$ cat src/rtl/ras_resolve_queue.sv
// In-order queue of front-end RAS predictions, checked against resolved return targets.
// Define RAS_RESOLVE_STATS_EN to add saturating resolve/mispredict statistics counters.
module ras_resolve_queue #(
  parameter int unsigned DEPTH = 4,
  parameter int unsigned VLEN  = 64
) (
  input  logic                       clk_i,
  input  logic                       rst_i,
  input  logic                       flush_i,
  input  logic                       enq_valid_i,
  output logic                       enq_ready_o,
  input  logic [VLEN-1:0]            enq_ra_i,
  input  logic                       enq_ra_valid_i,
  input  logic                       res_valid_i,
  input  logic [VLEN-1:0]            res_target_i,
  output logic                       mispredict_o,
  output logic [VLEN-1:0]            mispredict_target_o,
  output logic                       underflow_o,
  output logic [$clog2(DEPTH+1)-1:0] count_o
`ifdef RAS_RESOLVE_STATS_EN
  ,
  output logic [31:0]                stat_resolved_o,
  output logic [31:0]                stat_mispred_o
`endif
);

  localparam int unsigned PtrW = $clog2(DEPTH);
  localparam int unsigned CntW = $clog2(DEPTH + 1);
  localparam logic [CntW-1:0] CntFull = CntW'(DEPTH);

  logic [VLEN-1:0] ra_q [DEPTH];
  logic [DEPTH-1:0] rav_q;
  logic [PtrW-1:0]  wptr_q, wptr_d;
  logic [PtrW-1:0]  rptr_q, rptr_d;
  logic [CntW-1:0]  count_q, count_d;
  logic             mispredict_q, mispredict_d;
  logic             underflow_q, underflow_d;
  logic [VLEN-1:0]  mp_target_q, mp_target_d;

  logic enq_fire, res_pop, res_empty, mismatch, do_mp, do_write;

  assign enq_ready_o         = (count_q != CntFull);
  assign count_o             = count_q;
  assign mispredict_o        = mispredict_q;
  assign mispredict_target_o = mp_target_q;
  assign underflow_o         = underflow_q;

  always_comb begin
    enq_fire  = enq_valid_i && enq_ready_o;
    res_pop   = res_valid_i && (count_q != '0);
    res_empty = res_valid_i && (count_q == '0);
    // An invalid RAS prediction can never be trusted, whatever its address.
    mismatch  = !rav_q[rptr_q] || (ra_q[rptr_q] != res_target_i);
    do_mp     = !flush_i && res_pop && mismatch;
    do_write  = !flush_i && !do_mp && enq_fire;

    wptr_d       = wptr_q;
    rptr_d       = rptr_q;
    count_d      = count_q;
    mispredict_d = do_mp;
    underflow_d  = !flush_i && res_empty;
    mp_target_d  = do_mp ? res_target_i : mp_target_q;

    if (flush_i || do_mp) begin
      // Everything younger than the resolving return is wrong-path, including a same-cycle enqueue.
      wptr_d  = '0;
      rptr_d  = '0;
      count_d = '0;
    end else begin
      if (enq_fire) wptr_d = wptr_q + PtrW'(1);
      if (res_pop)  rptr_d = rptr_q + PtrW'(1);
      unique case ({enq_fire, res_pop})
        2'b10:   count_d = count_q + CntW'(1);
        2'b01:   count_d = count_q - CntW'(1);
        default: count_d = count_q;
      endcase
    end
  end

  always_ff @(posedge clk_i) begin
    if (rst_i) begin
      wptr_q       <= '0;
      rptr_q       <= '0;
      count_q      <= '0;
      mispredict_q <= 1'b0;
      underflow_q  <= 1'b0;
      mp_target_q  <= '0;
    end else begin
      wptr_q       <= wptr_d;
      rptr_q       <= rptr_d;
      count_q      <= count_d;
      mispredict_q <= mispredict_d;
      underflow_q  <= underflow_d;
      mp_target_q  <= mp_target_d;
    end
  end

  always_ff @(posedge clk_i) begin
    if (rst_i) begin
      for (int i = 0; i < DEPTH; i++) begin
        ra_q[i] <= '0;
      end
      rav_q <= '0;
    end else if (do_write) begin
      ra_q[wptr_q]  <= enq_ra_i;
      rav_q[wptr_q] <= enq_ra_valid_i;
    end
  end

`ifdef RAS_RESOLVE_STATS_EN
  logic [31:0] stat_res_q, stat_mp_q;

  always_ff @(posedge clk_i) begin
    if (rst_i) begin
      stat_res_q <= '0;
      stat_mp_q  <= '0;
    end else begin
      if (!flush_i && res_pop && (stat_res_q != '1)) stat_res_q <= stat_res_q + 32'd1;
      if (do_mp && (stat_mp_q != '1))                 stat_mp_q  <= stat_mp_q + 32'd1;
    end
  end

  assign stat_resolved_o = stat_res_q;
  assign stat_mispred_o  = stat_mp_q;
`endif

endmodule
$ cat config.mk
export PLATFORM = sky130hd
export DESIGN_NAME = ras_resolve_queue
export DESIGN_NICKNAME = d
export VERILOG_FILES = /design/src/rtl/ras_resolve_queue.sv
export SDC_FILE = /design/constraint.sdc
export NUM_CORES = 1
export LEC_CHECK = 0
export BUFFER_PORTS_ARGS = -buffer_cell sky130_fd_sc_hd__buf_2
export CAP_MARGIN = 40
export CORE_MARGIN = 2
export CORE_UTILIZATION = 23
export CTS_CLUSTER_SIZE = 25
export DETAILED_ROUTE_END_ITERATION = 8
export GPL_TIMING_DRIVEN = 0
export SYNTH_ARGS = -nofsm -noshare
export SYNTH_HDL_FRONTEND = slang
export SYNTH_SLANG_ARGS = --single-unit
export TNS_END_PERCENT = 50
$ cat constraint.sdc
create_clock -name clk_i -period 6.9 [get_ports clk_i]
set_clock_uncertainty 0.05 [all_clocks]
set_input_delay 0.345 -clock clk_i [delete_from_list [all_inputs] [get_ports clk_i]]
set_output_delay 0.345 -clock clk_i [all_outputs]
set_load 0.03 [all_outputs]
## After elaboration in Yosys (flattened, before gate mapping)

Memories as Yosys holds them, arrays and structs flattened. A register that Yosys moved wholly into a read port is not among the register bits.
Cells that the tools add are included.

- Input bits: 134
- Memories: 1
- Memory bits (writable): 256
- Logic and storage cells: 54
- Flip-flop bits (word level): 77
- Output and inout port bits: 70

- Reductions and logical operators: 19
- Magnitude comparators: 3
- Eq/ne operators: 4
- $add $sub $neg: 4
- Muxes and demuxes: 16

Memory list:

| name | depth | bits a word | read ports | clocked after Yosys merged registers in | write ports | line | text |
|---|---|---|---|---|---|---|---|
| ra_q | 4 | 64 | 1 | 1 | 4 | 31 | `logic [VLEN-1:0] ra_q [DEPTH];` |

Operator list:

| kind | count |
|---|---|
| 64-bit 2-to-1 mux | 1 |
| 64-bit != test | 1 |
| 64-bit OR reduction | 1 |
| 1-bit logical AND | 9 |
| 1-bit 2-to-1 mux | 8 |
| 2-bit by 3-bit less-than comparator with 1-bit output (second input constant) | 2 |
| 2-bit 2-to-1 mux | 3 |
| 3-bit one-hot mux with 2 select lines | 1 |
| 2-bit by 1-bit adder with 2-bit output (second input constant) | 2 |
| 4-bit bitwise mux | 1 |
| 3-bit by 1-bit adder with 3-bit output (second input constant) | 1 |
| 1-bit zero test | 3 |
| 3-bit zero test | 1 |
| 3-bit != test (second input constant) | 1 |
| 3-bit nonzero test | 1 |
| 3-bit by 1-bit subtractor with 3-bit output (second input constant) | 1 |
| 1-bit binary-select mux with 2-bit select | 1 |
| 1-bit demux with 2-bit select | 1 |
| 2-bit by 1-bit equality test with 1-bit output (second input constant) | 1 |
| 2-bit equality test (second input constant) | 1 |
| 2-bit by 1-bit >= comparator with 1-bit output (second input constant) | 1 |
| 1-bit logical OR | 2 |
| 2-bit nonzero test | 1 |
| 2-bit OR reduction | 1 |

## Depth between registers and ports, before layout

Gate-level depths: netlist of run 1.

- Depth in word-level cells: 13
- Depth in mapped cells: 14
- Depth with buffers taken out: 10

## Least setup slack after synthesis of run 1

No wires, ideal clock.

- Kind: register -> register
- From: reg with a tool-made name
- To: mem ra_q[0][0], enable pin
- Setup time: 421 ps
- Arrival: 4459 ps
- Cell stages (with the launch flop): 13
- Setup slack: 1971 ps
- Path buffers: 4
- Cells stage by stage: dfxtp_1 buf_6 buf_6 mux4_2 o2bb2ai_1 nor4_1 nand4_1 nor4_2 nand4_2 a2111oi_4 buf_2 buf_2 a21o_1

RTL lines:

| element | line |
|---|---|
| end: declaration | 31 |

==> results of run 1 <==
==> through the flow <==
step / area, um2 / std cells / setup TNS [ns] / setup WS (ns) / utilization
floorplan: 15800 / 1256 / 0 / 1.97 / -
global placement: 17900 / 2331 / -303.69 / -1.33 / 0.264
detailed placement: 18100 / 2345 / 0 / 0.440 / 0.268
CTS: 19500 / 2428 / 0 / 0.403 / 0.289
global route: 19500 / 2431 / 0 / 0.0392 / 0.289
finish: 19500 / 2436 / -0.0448 / -0.00945 / 0.289
==> cells by family after synthesis <==
group	after synthesis	synth area share
and+or+nand+nor	436	0.166
adders and majority gates	6	0.00524
AOI/OAI and AO/OA	202	0.0778
muxes	113	0.105
xor gates and xnor gates	45	0.0250
DFF	335	0.588
buffers and inverters	119	0.0330
==> per-layer routing <==
metal | part of all wire | up-vias
met1 | 0.40 | 6165
met3 | 0.12 | 125
met2 | 0.45 | 693
met4 | 0.026 | 26
li1 | - | 5293
met5 | 0.0025 | -
==> repair_timing <==
item                      in CTS  in global routing
resized for setup              0                  0
hold endpoints to repair      12                  0
hold buffers                  12                  0
==> worst min-delay path by stage <==
stage	slack [ns]	endpoint	startpoint
6_report	0.03	mispredict_target_o[7]	res_target_i[7]
5_1_grt	0.02	mispredict_target_o[32]	res_target_i[32]
4_1_cts	0.0008	mispredict_target_o[50]	res_target_i[50]
3_5_place_dp	0.42	mispredict_target_o[58]	mispredict_target_o[58]
3_3_place_gp	0.41	mispredict_target_o[61]	mispredict_target_o[61]
2_1_floorplan	0.40	rav_q[3]	rav_q[3]
==> final cells by class <==
type                            count  area share
Multi-Input combinational cell    802       0.307
Inverter                           18     0.00346
Tap cell                          873      0.0559
Sequential cell                   335       0.475
Buffer                            101      0.0232
Antenna cell                        8     0.00103
Clock inverter                     23      0.0107
Clock buffer                       48      0.0552
Timing Repair Buffer              228      0.0687
==> layout by cell type, fill, tap and decap left out, types with 5 or more instances in the layout <==
cell,count
diode_2,8
clkbuf_16,40
ha_1,5
mux2i_1,60
buf_1,6
clkbuf_1,58
edfxtp_1,256
nor3_1,9
mux4_2,40
nand3_1,78
dlygate4sd3_1,12
buf_2,234
buf_4,6
and2_1,139
nor2_1,16
nand2b_1,15
inv_1,18
and3_1,120
buf_6,11
and4_1,17
dfxtp_1,79
a21oi_1,70
clkinv_1,7
xnor2_1,27
clkinv_2,7
nand2_1,12
o22ai_1,11
xor2_1,18
mux2_2,13
nor4_1,7
o21ai_0,75
nor2b_1,7
==> state kept, by name, summed over array words and instances (netlist names), named ones only <==
register / count
mispredict_target_o: 64
rptr_q: 2
wptr_q: 2
ra_q: 256
count_o: 3
underflow_o: 1
rav_q: 4
mispredict_o: 1
==> worst register-to-register path: stages, from the launching register on <==
cell       delay, ns
dfxtp_1         0.31
buf_4           0.20
buf_4           0.28
buf_2           0.50
buf_2           0.58
mux4_2          0.43
xnor2_1         0.51
nand4_1         0.30
nor3_1          0.55
nand4_2         0.42
a2111oi_4       0.79
buf_2           0.42
buf_2           0.36
a21o_4          0.53
buf_16          0.30
==> power by group <==
group          switching (mW)  internal [mW]
sequential             0.0287           2.25
combinational           0.308          0.155
clock                   0.869           1.23
==> out/results.ini, run 1 <==
[setup_path]
r2r_slack_ns = -0.009
critPathBufInv = 7
cp_slowest_stage_delay_ns = 0.78
cp_slowest_cell = a2111oi_4
reg2regPathDepth = 14
reg2reg_to = ra_q[0][29]
worstSetupStartpointType = flip-flop
end_kind = flip-flop
critPathKind = reg2reg
critPathTopFamily = buffers and inverters
crit_fanout = 35
path_depth = 14
critPathRequiredTime_ns = 7.08
crit_top_cell = buf_2
worstPathArrival_ns = 7.09
crit_chain = buf_4, buf_4, buf_2, buf_2, mux4_2, xnor2_1, nand4_1, nor3_1, nand4_2, a2111oi_4, buf_2, buf_2, a21o_4, buf_16
crit_end = ra_q[0][29]

[pwr]
p_per_area_nw_per_um2 = 248
vdd_ir_drop_max_v = 0.000135
p_leak_nw = 7.52
total_power_mw = 4.84

[synth]
ys_ff_latch = 335
synth_area_um2 = 15800
ys_seq_area_frac = 0.588
synthTopCellsByArea = edfxtp_1, dfxtp_1, mux4_2, and2_1, and3_1
yosysUniqueCellTypes = 57
synth_nets = 1396
ys.flop_type = edfxtp_1
yosysTopAreaCell = edfxtp_1
async_flop_share = 0
synth_area_per_cell_um2 = 12.5
synth_common_cells = edfxtp_1, and2_1, and3_1
synth_top_area_frac = 0.488
netlist_instances = 1256
ys_warn_count = 0
synth_edf_count = 256
yosysMostFrequentCell = edfxtp_1

[clocking]
cts_tree = done
postCtsSetupBuffers = 0
cts_buffers = 40
clkSlewWorstSetupHoldPaths_ns = 0.06
cts.sinks = 335
cts_max_level = 2
worstSkewPairLatency_ns = 0.57
root_buffer = clkbuf_16
clockBufferDepth = 3

[final_layout]
final_nets = 1666
regArea_um2 = 9270
multi_input_area_um2 = 6000
nFillCells = 6909
drive_above_1_share = 0.246
area_growth_syn_to_layout_pct = 24.0

[global_route]
busiest_layer = met2
grt_antenna_before_repair = 26
overflow = 0
track_usage = 0.180
use_met1 = 0.229
grt_max_degree = 44
first_global_vias = 11994
grt_util_met2 = 0.279
use_met3 = 0.0730
grt_pass1_wl_um = 89100

[sta]
finalMaxSlewViolations = 0
hold_viol_final = 0
tightest_slew_ns = 0.924
rsz0062_at_grt = no
timing.hold.ws_ns = 0.0252
fmax_mhz = 145
relSlewSlack = 0.368
setup_viol = 9
fin_ws_ns = -0.00945
post-route-min-period_ns = 6.91
period_share = 1.00

[status]
violations = setup timing
status = finished with violations

[die]
start_util = 0.233
fp.coreArea_um2 = 67500
fp.dieH_um = 266
die_x_um = 266
rows = 95
pin_count = 204
die-area_um2 = 70600

[drt]
initialDrtViolationCount = 1494
drtPass1Iterations = 5
drc = 0
via_per_inst = 5.05
routedWlPerCell_um = 26.6
totalWireLength_um = 64800
vias = 12302
postRouteAntennaNets = 0

[flow_run]
maxCapViolCount = 0

[hold_path]
worstHoldPathType = in2reg
hold_depth = 3

[placed_design]
gp_congestion = 0.962
hpwl_um = 47700
port_buffers = 202

No activity file was read; power rests on OpenSTA's default activity.
==> run 2: changes to the inputs <==
Settings changed: ABC_AREA from default to 1.
==> run 2 against run 1 <==
Compared with the run above: the run now ends clean; final cell count up 22%; maximum frequency increased by 38%; register-to-register slack improved by 1.9 ns; synthesized area increased by 2.5%; hold slack got worse by 0.0043 ns; synthesized cell count rose by 36%; non-clock buffer count up 12; first-iteration DRC count shrank 18%; sequential share of layout area is 2.1 points lower; largest power group is now clock; highest routed layer unchanged.
==> out/results.ini, run 2 <==
[final_layout]
layout_commonest_cell = nand2_1  ; was edfxtp_1
largest-register = ra_q  ; unchanged
layout_common_cells = nand2_1, edfxtp_1, buf_2, nor2_1, nor3_2  ; was edfxtp_1, buf_2, and2_1, and3_1, dfxtp_1
final_nets = 2122  ; was 1666
drive_above_1_share = 0.251  ; was 0.246
largest_reg_flops = 256  ; unchanged
area_growth_syn_to_layout_pct = 26.5  ; was 24.0%
nFillCells = 7385  ; was 6909

[synth]
synth_top_area_frac = 0.476  ; was 0.488
synth_area_um2 = 16100  ; was 15800 um2
yosysTopAreaCell = edfxtp_1  ; unchanged
ys_ff_latch = 335  ; unchanged
netlist_instances = 1709  ; was 1256
yosysUniqueCellTypes = 30  ; was 57
ys_warn_count = 0  ; unchanged
synth_edf_count = 256  ; unchanged
synth_area_per_cell_um2 = 9.44  ; was 12.5 um2
async_flop_share = 0  ; unchanged
synth_common_cells = nand2_1, edfxtp_1, nor2_1  ; was edfxtp_1, and2_1, and3_1
synthTopCellsByArea = edfxtp_1, nand2_1, dfxtp_1, nor3_2, nor2_1  ; was edfxtp_1, dfxtp_1, mux4_2, and2_1, and3_1
synth_nets = 1849  ; was 1396
yosysMostFrequentCell = nand2_1  ; was edfxtp_1
ys.flop_type = edfxtp_1  ; unchanged
ys_seq_area_frac = 0.574  ; was 0.588

[setup_path]
worstPathArrival_ns = 5.22  ; was 7.09 ns
end_kind = flip-flop  ; unchanged
r2r_slack_ns = 1.91  ; was -0.009 ns
worstSetupStartpointType = flip-flop  ; unchanged
reg2regPathDepth = 17  ; was 14
critPathRequiredTime_ns = 7.13  ; was 7.08 ns
crit_fanout = 20  ; was 35
reg2reg_to = ra_q[0][27]  ; was ra_q[0][29]
critPathKind = reg2reg  ; unchanged

[clocking]
cts_buffers = 42  ; was 40
clockBufferDepth = 3  ; unchanged
root_buffer = clkbuf_16  ; unchanged
cts.sinks = 335  ; unchanged
clkSlewWorstSetupHoldPaths_ns = 0.06  ; about the same
cts_max_level = 2  ; unchanged
cts_tree = done  ; unchanged
worstSkewPairLatency_ns = 0.59  ; was 0.57 ns
postCtsSetupBuffers = 0  ; unchanged

[die]
rows = 97  ; was 95
die_x_um = 269  ; was 266 um
die-area_um2 = 72300  ; was 70600 um2
fp.dieH_um = 269  ; was 266 um
start_util = 0.231  ; was 0.233
fp.coreArea_um2 = 69800  ; was 67500 um2
pin_count = 204  ; unchanged

[global_route]
grt_max_degree = 22  ; was 44
first_global_vias = 12552  ; was 12.0k
grt_pass1_wl_um = 85900  ; was 89100 um
grt_antenna_before_repair = 14  ; was 26
track_usage = 0.167  ; was 0.180
overflow = 0  ; unchanged

[sta]
tightest_slew_ns = 0.950  ; was 0.924 ns
period_share = 0.724  ; was 1.00
fmax_mhz = 200  ; was 145 MHz
post-route-min-period_ns = 4.99  ; was 6.91 ns
rsz0062_at_grt = no  ; unchanged
relSlewSlack = 0.366  ; was 0.368
hold_viol_final = 0  ; unchanged
setup_tns_ns = 0  ; was -0.0448 ns
setup_viol = 0  ; was 9
finalMaxSlewViolations = 0  ; unchanged

[status]
status = finished, final reports clean  ; was finished with violations

[pwr]
p_per_area_nw_per_um2 = 264  ; was 248 nW/um2
p_leak_nw = 8.15  ; was 7.52 nW
vdd_ir_drop_max_v = 0.000143  ; was 0.000135 V
total_power_mw = 5.40  ; was 4.84 mW

[hold_path]
hold_depth = 3  ; unchanged
hold_path_end = mispredict_target_o[28]  ; was mispredict_target_o[7]
min-delay-start = res_target_i[28]  ; was res_target_i[7]
worstHoldPathType = in2reg  ; unchanged

[drt]
postRouteAntennaNets = 0  ; unchanged
drc = 0  ; unchanged
routedWlPerCell_um = 20.6  ; was 26.6 um
totalWireLength_um = 61000  ; was 64800 um
drtPass1Iterations = 5  ; unchanged
via_per_inst = 4.48  ; was 5.05
initialDrtViolationCount = 1225  ; was 1494
vias = 13275  ; was 12.3k

[placed_design]
hpwl_um = 42900  ; was 47700 um
port_buffers = 203  ; was 202
gp_congestion = 0.788  ; was 0.962

[flow_run]
maxCapViolCount = 0  ; unchanged

-- run 2: kinds of logic after synthesis --
group | share of synthesized area
and+or+nand+nor | 0.329
DFF | 0.574
buffers and inverters | 0.0547
AOI/OAI and AO/OA | 0.0281
xor gates and xnor gates | 0.00868
adders and majority gates | 0.00512
-- run 2: worst max path at each step --
stage,startpoint,end,slack [ns],cells after the start
floorplan,flip-flop,ra_q[1][0],-0.02,15
global placement,flip-flop,ra_q[3][30],-5.92,15
detailed placement,flip-flop,ra_q[0][28],1.98,18
CTS,flip-flop,ra_q[0][27],1.93,18
global route,flip-flop,ra_q[0][27],1.71,17
finish,flip-flop,ra_q[0][27],1.91,17
-- run 2: power breakdown --
group          internal, mW  switching, mW
Combinational         0.167          0.393
Sequential             2.27         0.0300
Clock                  1.62          0.922
Total                  4.05           1.34
-- run 2: through the flow --
step	area, um2	hold WS [ns]	std cells	setup slack [ns]	utilization
global route	20400	0.0152	2958	1.71	0.293
global placement	18300	0.409	2852	-5.92	0.263
finish	20400	0.0209	2961	1.91	0.293
CTS	20400	0.00344	2955	1.93	0.292
floorplan	16100	0.367	1709	-0.0238	-
detailed placement	18800	0.417	2872	1.98	0.269
-- run 2: repair_timing --
| item | in CTS | in global routing |
|---|---|---|
| resized for setup | 0 | 0 |
| hold buffers | 6 | 0 |
| hold endpoints to repair | 9 | 0 |
-- run 2: final cells by class --
| class | instances | area [um2] | share of cell area |
|---|---|---|---|
| Sequential cell | 335 | 9270 | 0.454 |
| Multi-Input combinational cell | 1171 | 6030 | 0.295 |
| Timing Repair Buffer | 229 | 1470 | 0.0719 |
| Clock buffer | 54 | 1180 | 0.0578 |
| Tap cell | 940 | 1180 | 0.0576 |
| Buffer | 112 | 541 | 0.0265 |
| Clock inverter | 23 | 399 | 0.0195 |
| Inverter | 91 | 342 | 0.0167 |
| Antenna cell | 6 | 15.0 | 0.000735 |
-- run 2: routing by layer --
layer,GRT usage,routed length [um]
met1,0.212,24900
met2,0.271,28500
met3,0.0453,5180
met4,0.0646,2330
met5,0,75
-- run 2: worst max-delay path, cell delays in order (launching register included) --
cell,delay [ns]
dfxtp_1,0.32
inv_2,0.20
clkbuf_1,0.73
nand3_1,0.17
nand2_1,0.18
xor2_1,0.16
nand2_1,0.07
nor2_1,0.21
nand2_1,0.12
nor2_1,0.28
nand3_1,0.15
nand2_2,0.16
nand4_2,0.28
clkbuf_1,0.37
o21ai_4,0.56
buf_16,0.24
buf_16,0.19
buf_12,0.20
